--- config.mk ---
export PLATFORM = sky130hd
export DESIGN_NAME = countdown_timer_8_bit
export DESIGN_NICKNAME = d
export VERILOG_FILES = /design/src/rtl/countdown_timer_8_bit.sv
export SDC_FILE = /design/constraint.sdc
export NUM_CORES = 1
export LEC_CHECK = 0
export ABC_CLOCK_PERIOD_IN_PS = 2600
export CORE_ASPECT_RATIO = 0.8
export CORE_MARGIN = 3
export CORE_UTILIZATION = 47
export CTS_CLUSTER_DIAMETER = 120
export CTS_CLUSTER_SIZE = 10
export DETAILED_ROUTE_END_ITERATION = 10
export PLACE_DENSITY = 0.74
export SLEW_MARGIN = 10
export SYNTH_ARGS = -nofsm -noshare
export SYNTH_HDL_FRONTEND = slang
export SYNTH_SLANG_ARGS = --single-unit
--- constraint.sdc ---
create_clock -name clk_in -period 2.6 [get_ports clk_in]
set_input_delay 0.65 -clock clk_in [delete_from_list [all_inputs] [get_ports clk_in]]
set_output_delay 0.65 -clock clk_in [all_outputs]
set_load 0.01 [all_outputs]
--- src/rtl/countdown_timer_8_bit.sv ---
// 8-bit countdown timer with load/start/pause control and a one-cycle borrow pulse at zero.
// Define COUNTDOWN_AUTORELOAD_EN to reload from the reload register at zero instead of stopping in DONE.
module countdown_timer_8_bit (
  input  logic       clk_in,
  input  logic       rst_in,
  input  logic       load_in,
  input  logic       start_in,
  input  logic       pause_in,
  input  logic [7:0] limit,
  output logic [7:0] out,
  output logic       borrow,
  output logic       busy,
  output logic       done,
  output logic [1:0] state_o
);

  typedef enum logic [1:0] {
    IDLE  = 2'd0,
    RUN   = 2'd1,
    PAUSE = 2'd2,
    DONE  = 2'd3
  } state_t;

  state_t     state_q, state_d;
  logic [7:0] count_q, count_d;
  logic [7:0] reload_q, reload_d;
  logic       borrow_q, borrow_d;
  logic       busy_q, busy_d;
  logic       done_q, done_d;

  always_ff @(posedge clk_in or posedge rst_in) begin
    if (rst_in) begin
      state_q  <= IDLE;
      count_q  <= 8'd0;
      reload_q <= 8'd0;
      borrow_q <= 1'b0;
      busy_q   <= 1'b0;
      done_q   <= 1'b0;
    end else begin
      state_q  <= state_d;
      count_q  <= count_d;
      reload_q <= reload_d;
      borrow_q <= borrow_d;
      busy_q   <= busy_d;
      done_q   <= done_d;
    end
  end

  // Priority per edge: load, then start, then pause, then decrement.
  always_comb begin
    state_d  = state_q;
    count_d  = count_q;
    reload_d = reload_q;
    borrow_d = 1'b0;
    if (load_in) begin
      count_d  = limit;
      reload_d = limit;
      state_d  = IDLE;
    end else if (start_in) begin
      if (reload_q != 8'd0) begin
        count_d = reload_q;
        state_d = RUN;
      end else begin
        count_d = 8'd0;
        state_d = IDLE;
      end
    end else begin
      case (state_q)
        RUN: begin
          if (pause_in) begin
            state_d = PAUSE;
          end else if (count_q == 8'd1) begin
            borrow_d = 1'b1;
`ifdef COUNTDOWN_AUTORELOAD_EN
            count_d  = reload_q;
`else
            count_d  = 8'd0;
            state_d  = DONE;
`endif
          end else if (count_q != 8'd0) begin
            count_d = count_q - 8'd1;
          end else begin
            // Unreachable in normal operation; park safely without a borrow.
`ifdef COUNTDOWN_AUTORELOAD_EN
            state_d = IDLE;
`else
            state_d = DONE;
`endif
          end
        end
        PAUSE: begin
          if (!pause_in) state_d = RUN;
        end
        default: begin
          state_d = state_q;
        end
      endcase
    end
    busy_d = (state_d == RUN) || (state_d == PAUSE);
    done_d = (state_d == DONE);
  end

  assign out     = count_q;
  assign borrow  = borrow_q;
  assign busy    = busy_q;
  assign done    = done_q;
  assign state_o = state_q;

endmodule

==> Word level (Yosys, flattened, before mapping) <==
Index checks and enable logic that the tools add are counted.
Widths: inputs -> output; s select.
{ "totals": {"ff_bits": 21, "latchBits": 0, "ram_bits": 0, "mem_bits_ro": 0, "inputBits": 13, "out_inout_bits": 13, "word_cells": 40, "memories": 0} }
{ "classes": {"add_sub_neg": 1, "mul": 0, "div": 0, "n_lt_le_gt_ge": 0, "n_eq_ne": 7, "shifts": 0, "n_mux": 20, "bitwise_logic": 0, "reduce_logical": 6} }
{ "op_table": {"columns": ["cell", "count"], "rows": [
  ["$mux 8", 7],
  ["$reduce_bool 8->1", 2],
  ["$mux 2", 6],
  ["$eq 8x1->1 const B", 1],
  ["$sub 8x1->8 const B", 1],
  ["$eq 2x2->1 const B", 3],
  ["$mux 1", 6],
  ["$eq 2x1->1 const B", 2],
  ["$pmux 2 s2", 1],
  ["$reduce_bool 4->1", 1],
  ["$ne 3x3->1 const B", 1],
  ["$reduce_and 3->1", 1],
  ["$reduce_bool 3->1", 1],
  ["$logic_or 1x1->1", 1]
]} }

==> Longest topological paths before layout <==
Gate-level depths: netlist of the first run.
{ "logic_depth": {"word_depth": 9, "ltp_mapped": 7, "ltp_nobuf": 7} }

==> Worst setup path before layout of the first run <==
OpenSTA, ideal clock, no wires.
{ "synth_timing": {"path_type": "register to register", "from": "register state_q[0] (netlist: state_o[0])", "to": "register busy_q (netlist: busy)", "setup_time_ps": 126, "t_arrival_ps": 1789, "required_time_ps": 2474, "setup_slack_ps": 685, "path_stages_with_launch": 8, "path_buffers": 0, "period_less_slack_ps": 1915, "cell_sequence": "dfrtp_1 > inv_1 > ha_1 > nor2_1 > nor3_1 > or3_1 > a311oi_1 > ha_1"} }
{ "synth_via": {"elab_chain_cells": 8} }
{ "synth_rtl": {"columns": ["item", "line_no", "source"], "rows": [
  ["start, declared", "24", "state_t state_q, state_d;"],
  ["start signal, assigned", "40", "state_q <= state_d;"],
  ["$mux 2", "80", "end else if (count_q != 8'd0) begin"],
  ["$mux 2", "72", "end else if (count_q == 8'd1) begin"],
  ["$mux 2", "70", "if (pause_in) begin"],
  ["$pmux 2 s2 (*)", "68", "case (state_q)"],
  ["$mux 2 (*)", "59", "end else if (start_in) begin"],
  ["$mux 2 (*)", "55", "if (load_in) begin"],
  ["net state_d[0]", "24", null],
  ["$eq 2x1->1 / $eq 2x2->1 (equally long branches)", "99", "busy_d = (state_d == RUN) || (state_d == PAUSE);"],
  ["$logic_or 1x1->1 (*)", "99", null],
  ["net busy_d", "28", "logic busy_q, busy_d;"],
  ["end signal, assigned", "44", "busy_q <= busy_d;"],
  ["end, declared", "28", null]
]} }
The timed path passes the listed nets; every way through them passes the cells marked *.
A chain may end at the register's enable or synchronous reset.

==> Final worst setup path of the first run <==
{ "layout_timing": {"from": "register count_q[7] (netlist: out[7])", "to": "output out[7]"} }
{ "layout_lines": {"columns": ["item", "line_no", "source"], "rows": [
  ["start, declared", "25", "logic [7:0] count_q, count_d;"],
  ["start signal, assigned", "41", "count_q <= count_d;"],
  ["end, declared", "10", "output logic [7:0] out,"]
]} }
No word-level cell between the ends.

==> metrics.txt, run 1 <==
post-CTS setup buffer count=0; die footprint=about 3400 µm²; core area=approximately 2500 µm²; Syn Inst Count=between 100 and 150; CP arrival=~1500 ps; Sequential Power Share=a little under half; Layout Nets=between 150 and 200; Wirelength per Cell=around 16 µm; detail-routed via count per cell=5.85; row count=16; fmax=between 400 and 500 MHz; Final ANT Viol Nets=0; CP endpoint kind=primary output; Setup Skew=approximately 5.4 ps; Cell Area, Synth=around 1300 µm²; Gate power share=between 30% and 40%; power per cell area=roughly 530 nW/µm²; Pins Over Slew Limit=0; maxcap violations=0; H-tree levels=1; outcome=finished clean; layout cell share with drive strength beyond 1=approximately a tenth; Final Hold Slack=around 530 ps; post_cts resized=0; VDD IR max=0.389 mV; Tcrit/Tclk final=a little over 80%; Net Sw Power=about 0.29 mW; Die X=64.0 µm; vias in the first global route=~1.1k; Critical path origin=out[7]; drc violations=0; Worst EP required=roughly 2000 ps; Clock Sinks=21; net switching fraction of the power=around a third; min Tclk post-route=between 2000 and 2500 ps; Die Y=between 50 and 60 µm; All-Layer GR Usage=approximately a fifth; Setup Crit Path Kind=reg2out; asr flop ratio synth=100%; most frequent cells in the layout=clkdlybuf4s50_1, dfrtp_1, a22oi_1; busiest metal layer after global routing=met2; largest net degree at the start of global routing=22; clock share of power=19.9%; met3 usage=4.51%; slowest CP cell=clkdlybuf4s50_1; worst skew pair latency=roughly 320 ps; register area share after synthesis=between 40% and 50%; Final HPWL DP=approximately 2300 µm; Worst Tran Pin Value=between 400 and 500 ps; Antenna diodes=0; syn_nets=about 140; most common flop cell mapped by yosys=dfrtp_1; crit-path cells=clkdlybuf4s50_1; CTS Buffer Depth=2; endpoints failing setup=0; cells on worst reg2reg path=7; Int Power=between 0.5 and 0.6 mW; CP peak stage delay=600 ps; reg2reg start=state_o[0]; Critical path buffers and inverters=1; Synth Warn #=0; initial antenna violation count=0; total grt overflow=0; initial drt markers=63; crit path to=out[7]; port buffer count=25; commonest non-fill, non-tap cell in the layout=clkdlybuf4s50_1; Hold Crit Class=reg2reg; post-synth cell types=between 40 and 50; Worst-path clk slew=about 120 ps; first-pass GRT wire length=around 5000 µm; Crit path max-delay family=buffers and inverters; max_slew headroom=67.3%; number of flops mapped to enable cells by yosys=0; reg-to-reg slack, setup=about 580 ps; synthesized flop and latch total=21; CTS tree=built; Clock Root Buffer=clkbuf_4; RSZ-0062 raised after global routing=no; CP max FO=7; Hold Buf Count CTS=0; initial cell density of the core=between 50% and 60%; number of CTS-inserted buffers=3; RR Endpoint=busy; GRT met2 Usage=between 30% and 40%; hold violation total from the final report=0; M1 GR Usage=26.0%; I/O Pins=26; Post-Route WL=around 3000 µm; Pre-antenna DRT Iters=4; setup TNS=0 ps; Mean Syn Cell Area=between 10 and 15 µm²; leak pwr=approximately 0.67 nW; Vias=around 1.1k; cell depth of the worst setup path=1; GP Congestion=~0.84; area grow syn2layout=26.8%; startpoint types=register
cells by family after synthesis:
family	synth area share (%)
mux	9.59
buf+inv	4.25
compound gates	19.9
simple gates	18.9
flops	41.5
fa+ha+maj	5.93
metal layers:
| layer | vias to the layer above | part of all wire, % |
|---|---|---|
| met5 | - | 0 |
| met4 | 0 | 0.67 |
| met3 | 2 | 8.4 |
| met2 | 47 | 46 |
| met1 | 529 | 45 |
| li1 | 534 | - |
registers in the layout, summed over array words and instances (netlist names):
register	flops
borrow	1
reload_q	8
state_o	2
done	1
out	8
busy	1
worst min path at each step:
| stage | start | endpoint | slack [ps] | cells after the start |
|---|---|---|---|---|
| 2_1_floorplan | reload_q[7] | reload_q[7] | 480 | 1 |
| 3_3_place_gp | reload_q[6] | reload_q[6] | 500 | 1 |
| 3_5_place_dp | reload_q[7] | reload_q[7] | 510 | 1 |
| 4_1_cts | reload_q[7] | reload_q[7] | 540 | 1 |
| 5_1_grt | reload_q[2] | reload_q[2] | 560 | 1 |
| 6_report | reload_q[7] | reload_q[7] | 530 | 1 |
synth_stat cells (2+ instances only):
cell type / instances / area [µm²]
nor4_1: 4 / 25.0
a211oi_1: 2 / 15.0
nand3_1: 2 / 10.0
mux2i_1: 2 / 20.0
nor2b_1: 3 / 18.8
o21ai_0: 2 / 10.0
clkbuf_1: 3 / 11.3
a21oi_1: 5 / 25.0
mux2_1: 8 / 90.1
nand2b_1: 3 / 18.8
ha_1: 6 / 75.1
dfrtp_1: 21 / 526
a22oi_1: 9 / 67.6
nor3_1: 6 / 30.0
a2bb2oi_1: 2 / 17.5
nor2_1: 6 / 22.5
o21ai_1: 5 / 25.0
nand2_1: 6 / 22.5
inv_1: 8 / 30.0
area by class of cell:
class / count / area [µm²]
clock buffers: 3 / 22.5
clock inverters: 1 / 7.51
fillers: 203 / 897
inverters: 8 / 30.0
multi-input cells: 91 / 687
flip-flops and latches: 21 / 526
well taps: 36 / 45.0
repair buffers: 30 / 288
worst reg2reg max path: stages, from the launching register on:
cell      delay [ps]
dfrtp_1          440
inv_1             60
ha_1             340
nor2_1           120
nor3_1            60
or3_1            350
a311oi_1         280
ha_1             280
power groups by stage:
stage	clock [mW]	sequential, mW	combinational, mW
after global placement	0	0.411	0.266
after CTS	0.173	0.406	0.273
after detailed placement	0	0.413	0.272
final	0.169	0.406	0.275
after floorplan	0	0.413	0.158
after global routing	0.187	0.414	0.303
per-stage QoR:
stage                     area [µm²]  util [%]  total power, mW  std cells  worst slack (ps)
after floorplan                 1270         -            0.571        125               685
after global placement          1580      62.9            0.677        186               254
after detailed placement        1580      62.9            0.685        186               223
after CTS                       1610      64.1            0.852        190               471
after global routing            1610      64.1            0.904        190               399
final                           1610      64.1            0.850        190               486
Note: power is estimated with default switching activity, not from simulation.
==> inputs of run 2 (changes only) <==
ABC_CLOCK_PERIOD_IN_PS = 1900   (was 2600)
CORE_UTILIZATION = 45   (was 47)
clock period = 1.9 ns   (was 2.6 ns; I/O delays follow)
==> run 2 against run 1 <==
  * The flow now finishes with violations (setup timing)
  * Clock skew grew 1.1 ps
  * Sequential cell count unchanged
  * Clock power increased by 41%
  * Design area increased by 14%
  * Critical path type is now in2reg
  * Largest cell class unchanged
==> metrics.txt, run 2 (synthesis results as in run 1) <==
startpoint types=primary input; Wirelength per Cell=16.9 µm (+8.2%); port buffer count=25 (unchanged); endpoints failing setup=1 (+1); All-Layer GR Usage=20.0% (+0.28 points); slowest CP cell=clkdlybuf4s50_1; core area=2560 µm² (+2.4%); initial cell density of the core=49.4% (-1.2 points); Gate power share=38.4% (+6.1 points); Clock Root Buffer=clkbuf_4; Tcrit/Tclk final=104%; net switching fraction of the power=34.5% (+0.47 points); RSZ-0062 raised after global routing=yes; Pins Over Slew Limit=0 (unchanged); layout cell share with drive strength beyond 1=26.9% (+17 points); power per cell area=690 nW/µm² (+30%); violated checks=setup timing; Worst-path clk slew=130 ps (about the same); GRT met2 Usage=34.1% (+1.9 points); CP endpoint kind=register; Setup Crit Path Kind=in2reg; Pre-antenna DRT Iters=5 (+1); Hold Crit Class=in2async; drc violations=0 (unchanged); Post-Route WL=3570 µm (+20%); met3 usage=3.82% (-0.68 points); CTS Buffer Depth=2 (unchanged); H-tree levels=1 (unchanged); crit-path cells=clkdlybuf4s50_1 -> nor2_2 -> nor3_1 -> or3_1 -> a311oi_2 -> ha_1; reg2reg start=state_o[1]; Inst Count DP=203 (+9.1%); CP max FO=5 (-2); initial antenna violation count=0 (unchanged); row count=16 (unchanged); vias in the first global route=1152 (+9.0%); Antenna diodes=0 (unchanged); Net Sw Power=0.437 mW (+51%); crit path to=busy; M1 GR Usage=26.6% (+0.56 points); first-pass GRT wire length=5320 µm (+6.5%); fmax=about 510 MHz; Die Y=53.4 µm (+1.9%); Layout Nets=195 (+12%); detail-routed via count per cell=5.81 (-0.72%); Int Power=0.828 mW (+48%); initial drt markers=136 (+120%); Multi-input gate area=739 µm² (+7.7%); Worst EP required=2120 ps (+170 ps); number of CTS-inserted buffers=3 (unchanged); largest net degree at the start of global routing=22 (unchanged); fill cell count=212 (+4.4%); GP Congestion=0.817 (-2.6%); min Tclk post-route=roughly 2000 ps; Die X=65.3 µm (+2.0%); Worst Tran Pin Value=429 ps (-59.6 ps); CTS tree=built; CP arrival=2190 ps (+730 ps); Layout Cells excl Fill=211 (+11%); Hold Buf Count CTS=0 (unchanged); cells on worst reg2reg path=7 (unchanged); final core utilization=71.5% (+7.3 points); I/O Pins=26 (unchanged); clock share of power=18.8% (-1.1 points); CP peak stage delay=540 ps (-60 ps); Critical path origin=pause_in; Clock Sinks=21 (unchanged); PnR worst setup slack=-72.8 ps (-559 ps); reg-to-reg slack, setup=-40 ps (-620 ps); setup TNS=-72.8 ps (-72.8 ps); Vias=1226 (+10%); commonest non-fill, non-tap cell in the layout=buf_4; busiest metal layer after global routing=met2; worst skew pair latency=320 ps (about the same); Setup WS pre-CTS=-242 ps (-465 ps); total grt overflow=0 (unchanged); Final ANT Viol Nets=0 (unchanged); outcome=finished, violations left; area grow syn2layout=44.7%; maxcap violations=0 (unchanged); max_slew headroom=71.2% (+3.8 points); Setup Skew=6.48 ps (+1.07 ps); RR Endpoint=busy; total area of sequential cells=529 µm² (+0.71%); Final HPWL DP=2490 µm (+9.5%); die footprint=3490 µm² (+4.0%); Sequential Power Share=42.7% (-5.1 points); most frequent cells in the layout=buf_4, clkdlybuf4s50_1, dfrtp_1; leak pwr=0.833 nW (+25%); hold violation total from the final report=0 (unchanged); Final Hold Slack=464 ps (-68.2 ps); VDD IR max=0.577 mV (+48%)
## run 2: cell types whose count changed in the layout (fill, tap and decap cells not counted), moves of 2 or more
cell and delta:
inv_2 +2, ha_1 -3, clkdlybuf4s50_1 -5, inv_1 -2
dfrtp_2 +3, buf_4 +21, dfrtp_1 -3, ha_4 +2
dlymetal6s2s_1 +5
## run 2: what timing repair did
| item | CTS | global route |
|---|---|---|
| resized for setup | 3 | 15 |
| setup buffers | 2 | 2 |
| setup endpoints to repair | 4 | 11 |
| cloned | 0 | 0 |
| pin swaps | 0 | 3 |
## run 2: power groups by stage
stage / Combinational, mW / Clock, mW / Sequential (mW)
after CTS: 0.457 / 0.242 / 0.537
after floorplan: 0.218 / 0 / 0.566
after global placement: 0.432 / 0 / 0.544
after global routing: 0.524 / 0.257 / 0.547
after detailed placement: 0.446 / 0 / 0.547
final: 0.486 / 0.238 / 0.540
## run 2: final cells by class
cell class	instances	share of cell area [%]
Clock inverter	1	0.410
Tap cell	36	2.46
Clock buffer	3	1.23
Inverter	8	1.64
Sequential cell	21	28.9
Timing Repair Buffer	51	25.0
Multi-Input combinational cell	91	40.4
## run 2: worst min-delay path by stage
stage | to | cells past startpoint | slack, ps | startpoint
after floorplan | borrow | 1 | 450 | rst_in
after global placement | reload_q[2] | 1 | 500 | reload_q[2]
after detailed placement | reload_q[6] | 1 | 510 | reload_q[6]
after CTS | reload_q[7] | 3 | 470 | rst_in
after global routing | busy | 3 | 500 | rst_in
final | out[2] | 3 | 460 | rst_in
## run 2: worst max-delay path: cells and delay by family
family,cells,cell delay (ps)
AOI/OAI and AO/OA,1,300
adders and majority gates,1,280
buffers and inverters,1,540
and+or+nand+nor,3,590
## run 2: metal layers
metal	vias up	share of wire, %
met5	-	0
met4	0	1.4
met3	6	6.5
met2	60	47
met1	583	45
li1	577	-
## run 2: stage by stage
stage | power [mW] | cell area, µm²
after floorplan | 0.784 | 1270
after global placement | 0.976 | 1710
after detailed placement | 0.993 | 1710
after CTS | 1.24 | 1760
after global routing | 1.33 | 1830
final | 1.26 | 1830
==> inputs of run 3 (changes only) <==
CAP_MARGIN = 20   (was not set)
SETUP_SLACK_MARGIN = 0.02   (was not set)
==> run 3 against run 2 <==
  * The flow still finishes with violations (setup timing)
  * Global-route usage unchanged
  * Highest routed layer unchanged
  * Largest cell class unchanged
  * Power rose by 0.65%
  * Wire length fell by 0.95%
  * Clock skew decreased by 2.1 ps
  * Sequential power decreased by 0.9%
==> metrics.txt, run 3 (synthesis results as in run 1) <==
Die Y=53.4 µm (unchanged); min Tclk post-route=1950 ps (-19.9 ps); endpoints failing setup=1 (unchanged); violated checks=setup timing; All-Layer GR Usage=20.0% (unchanged); total grt overflow=0 (unchanged); Clock Root Buffer=clkbuf_4; initial antenna violation count=0 (unchanged); H-tree levels=1 (unchanged); CP max FO=5 (unchanged); hold violation total from the final report=0 (unchanged); Layout Cells excl Fill=213 (+0.95%); VDD IR max=0.579 mV (+0.47%); Pre-antenna DRT Iters=4 (-1); PnR worst setup slack=-52.9 ps (+19.9 ps); Final HPWL DP=2490 µm (unchanged); vias in the first global route=1152 (unchanged); outcome=finished, violations left; post-route cell area=1850 µm² (+0.96%); worst skew pair latency=320 ps (about the same); Vias=1224 (-0.16%); most frequent cells in the layout=buf_4, clkdlybuf4s50_1, dfrtp_1; RSZ-0062 raised after global routing=yes; Pins Over Slew Limit=0 (unchanged); Worst EP required=2120 ps (about the same); max_slew headroom=71.2% (about the same); Setup Skew=4.33 ps (-2.15 ps); row count=16 (unchanged); Final ANT Viol Nets=0 (unchanged); commonest non-fill, non-tap cell in the layout=buf_4; largest net degree at the start of global routing=22 (unchanged); power per cell area=688 nW/µm² (-0.30%); Setup Crit Path Kind=in2reg; Worst Tran Pin Value=429 ps (-0.241 ps); reg-to-reg slack, setup=-30 ps (about the same); Critical path origin=pause_in; fill cell count=213 (+0.47%); core area=2560 µm² (unchanged); I/O Pins=26 (unchanged); first-pass GRT wire length=5320 µm (unchanged); initial cell density of the core=49.4% (unchanged); CTS Buffer Depth=2 (unchanged); startpoint types=primary input; port buffer count=25 (unchanged); Worst-path clk slew=130 ps (about the same); detail-routed via count per cell=5.75 (-1.1%); die footprint=3490 µm² (unchanged); layout cell share with drive strength beyond 1=27.7% (+0.83 points); Setup WS pre-CTS=-242 ps (unchanged); Wirelength per Cell=16.6 µm (-1.9%); maxcap violations=0 (unchanged); Layout Nets=197 (+1.0%); Tcrit/Tclk final=103% (-1.0 points); dpl cell area=1710 µm² (unchanged); GP Congestion=0.817 (unchanged); fmax=512 MHz (+1.0%); Hold Crit Class=in2async; Clock Sinks=21 (unchanged); Multi-input gate area=739 µm² (unchanged); CP arrival=2170 ps (-20 ps); drc violations=0 (unchanged); Overall Power=1.27 mW (+0.65%); leak pwr=0.860 nW (+3.2%); total area of sequential cells=529 µm² (unchanged); Antenna diodes=0 (unchanged); Die X=65.3 µm (unchanged); number of CTS-inserted buffers=3 (unchanged); Hold Buf Count CTS=0 (unchanged); Post-Route WL=3530 µm (-0.95%); area grow syn2layout=46.0%; Inst Count DP=203 (unchanged); initial drt markers=61 (-55%); CTS tree=built; reg2reg start=state_o[1]; CP endpoint kind=register
## run 3: where the power goes
group	switching (mW)	total, mW	internal [mW]
logic	0.241	0.500	0.259
registers	0.0404	0.535	0.494
clock network	0.158	0.238	0.0806
## run 3: final timing paths
kind / end / cells past startpoint
worst max register to register: busy / 7
worst min-delay path: reload_q[7] / 3
min in group clk_in: reload_q[6] / 1
worst max-delay path: busy / 6
worst min register to register: reload_q[6] / 1
max in group asynchronous: out[7] / 3
## run 3: critical path: stages
cell	delay, ps
clkdlybuf4s50_1	530
nor2_2	150
nor3_1	50
or3_1	380
a311oi_2	300
ha_1	280
## run 3: cell type report
cell class                      instances  share of cell area [%]
Tap cell                               36                    2.44
Inverter                                8                    1.62
Multi-Input combinational cell         91                    40.0
Clock buffer                            3                    1.22
Sequential cell                        21                    28.6
Clock inverter                          1                   0.406
Timing Repair Buffer                   53                    25.7
## run 3: metal layers
metal	vias up	GRT usage [%]	wire [µm]
li1	579	-	-
met1	585	26.6	1580
met2	50	34.1	1660
met3	10	3.82	218
met4	0	3.79	70
met5	-	0	0
## run 3: repair_timing
item                       in CTS  in global routing
resized for setup               3                 16
setup endpoints to repair       5                 13
setup buffers                   2                  4
pin swaps                       0                  3
## run 3: through the flow
step	hold slack (ps)	setup TNS (ps)	utilization, %
after floorplan	452	0	-
after global placement	501	-1090	66.7
after detailed placement	507	-1370	66.7
after CTS	469	-9.07	68.7
after global routing	495	-104	72.2
final	464	-52.9	72.2
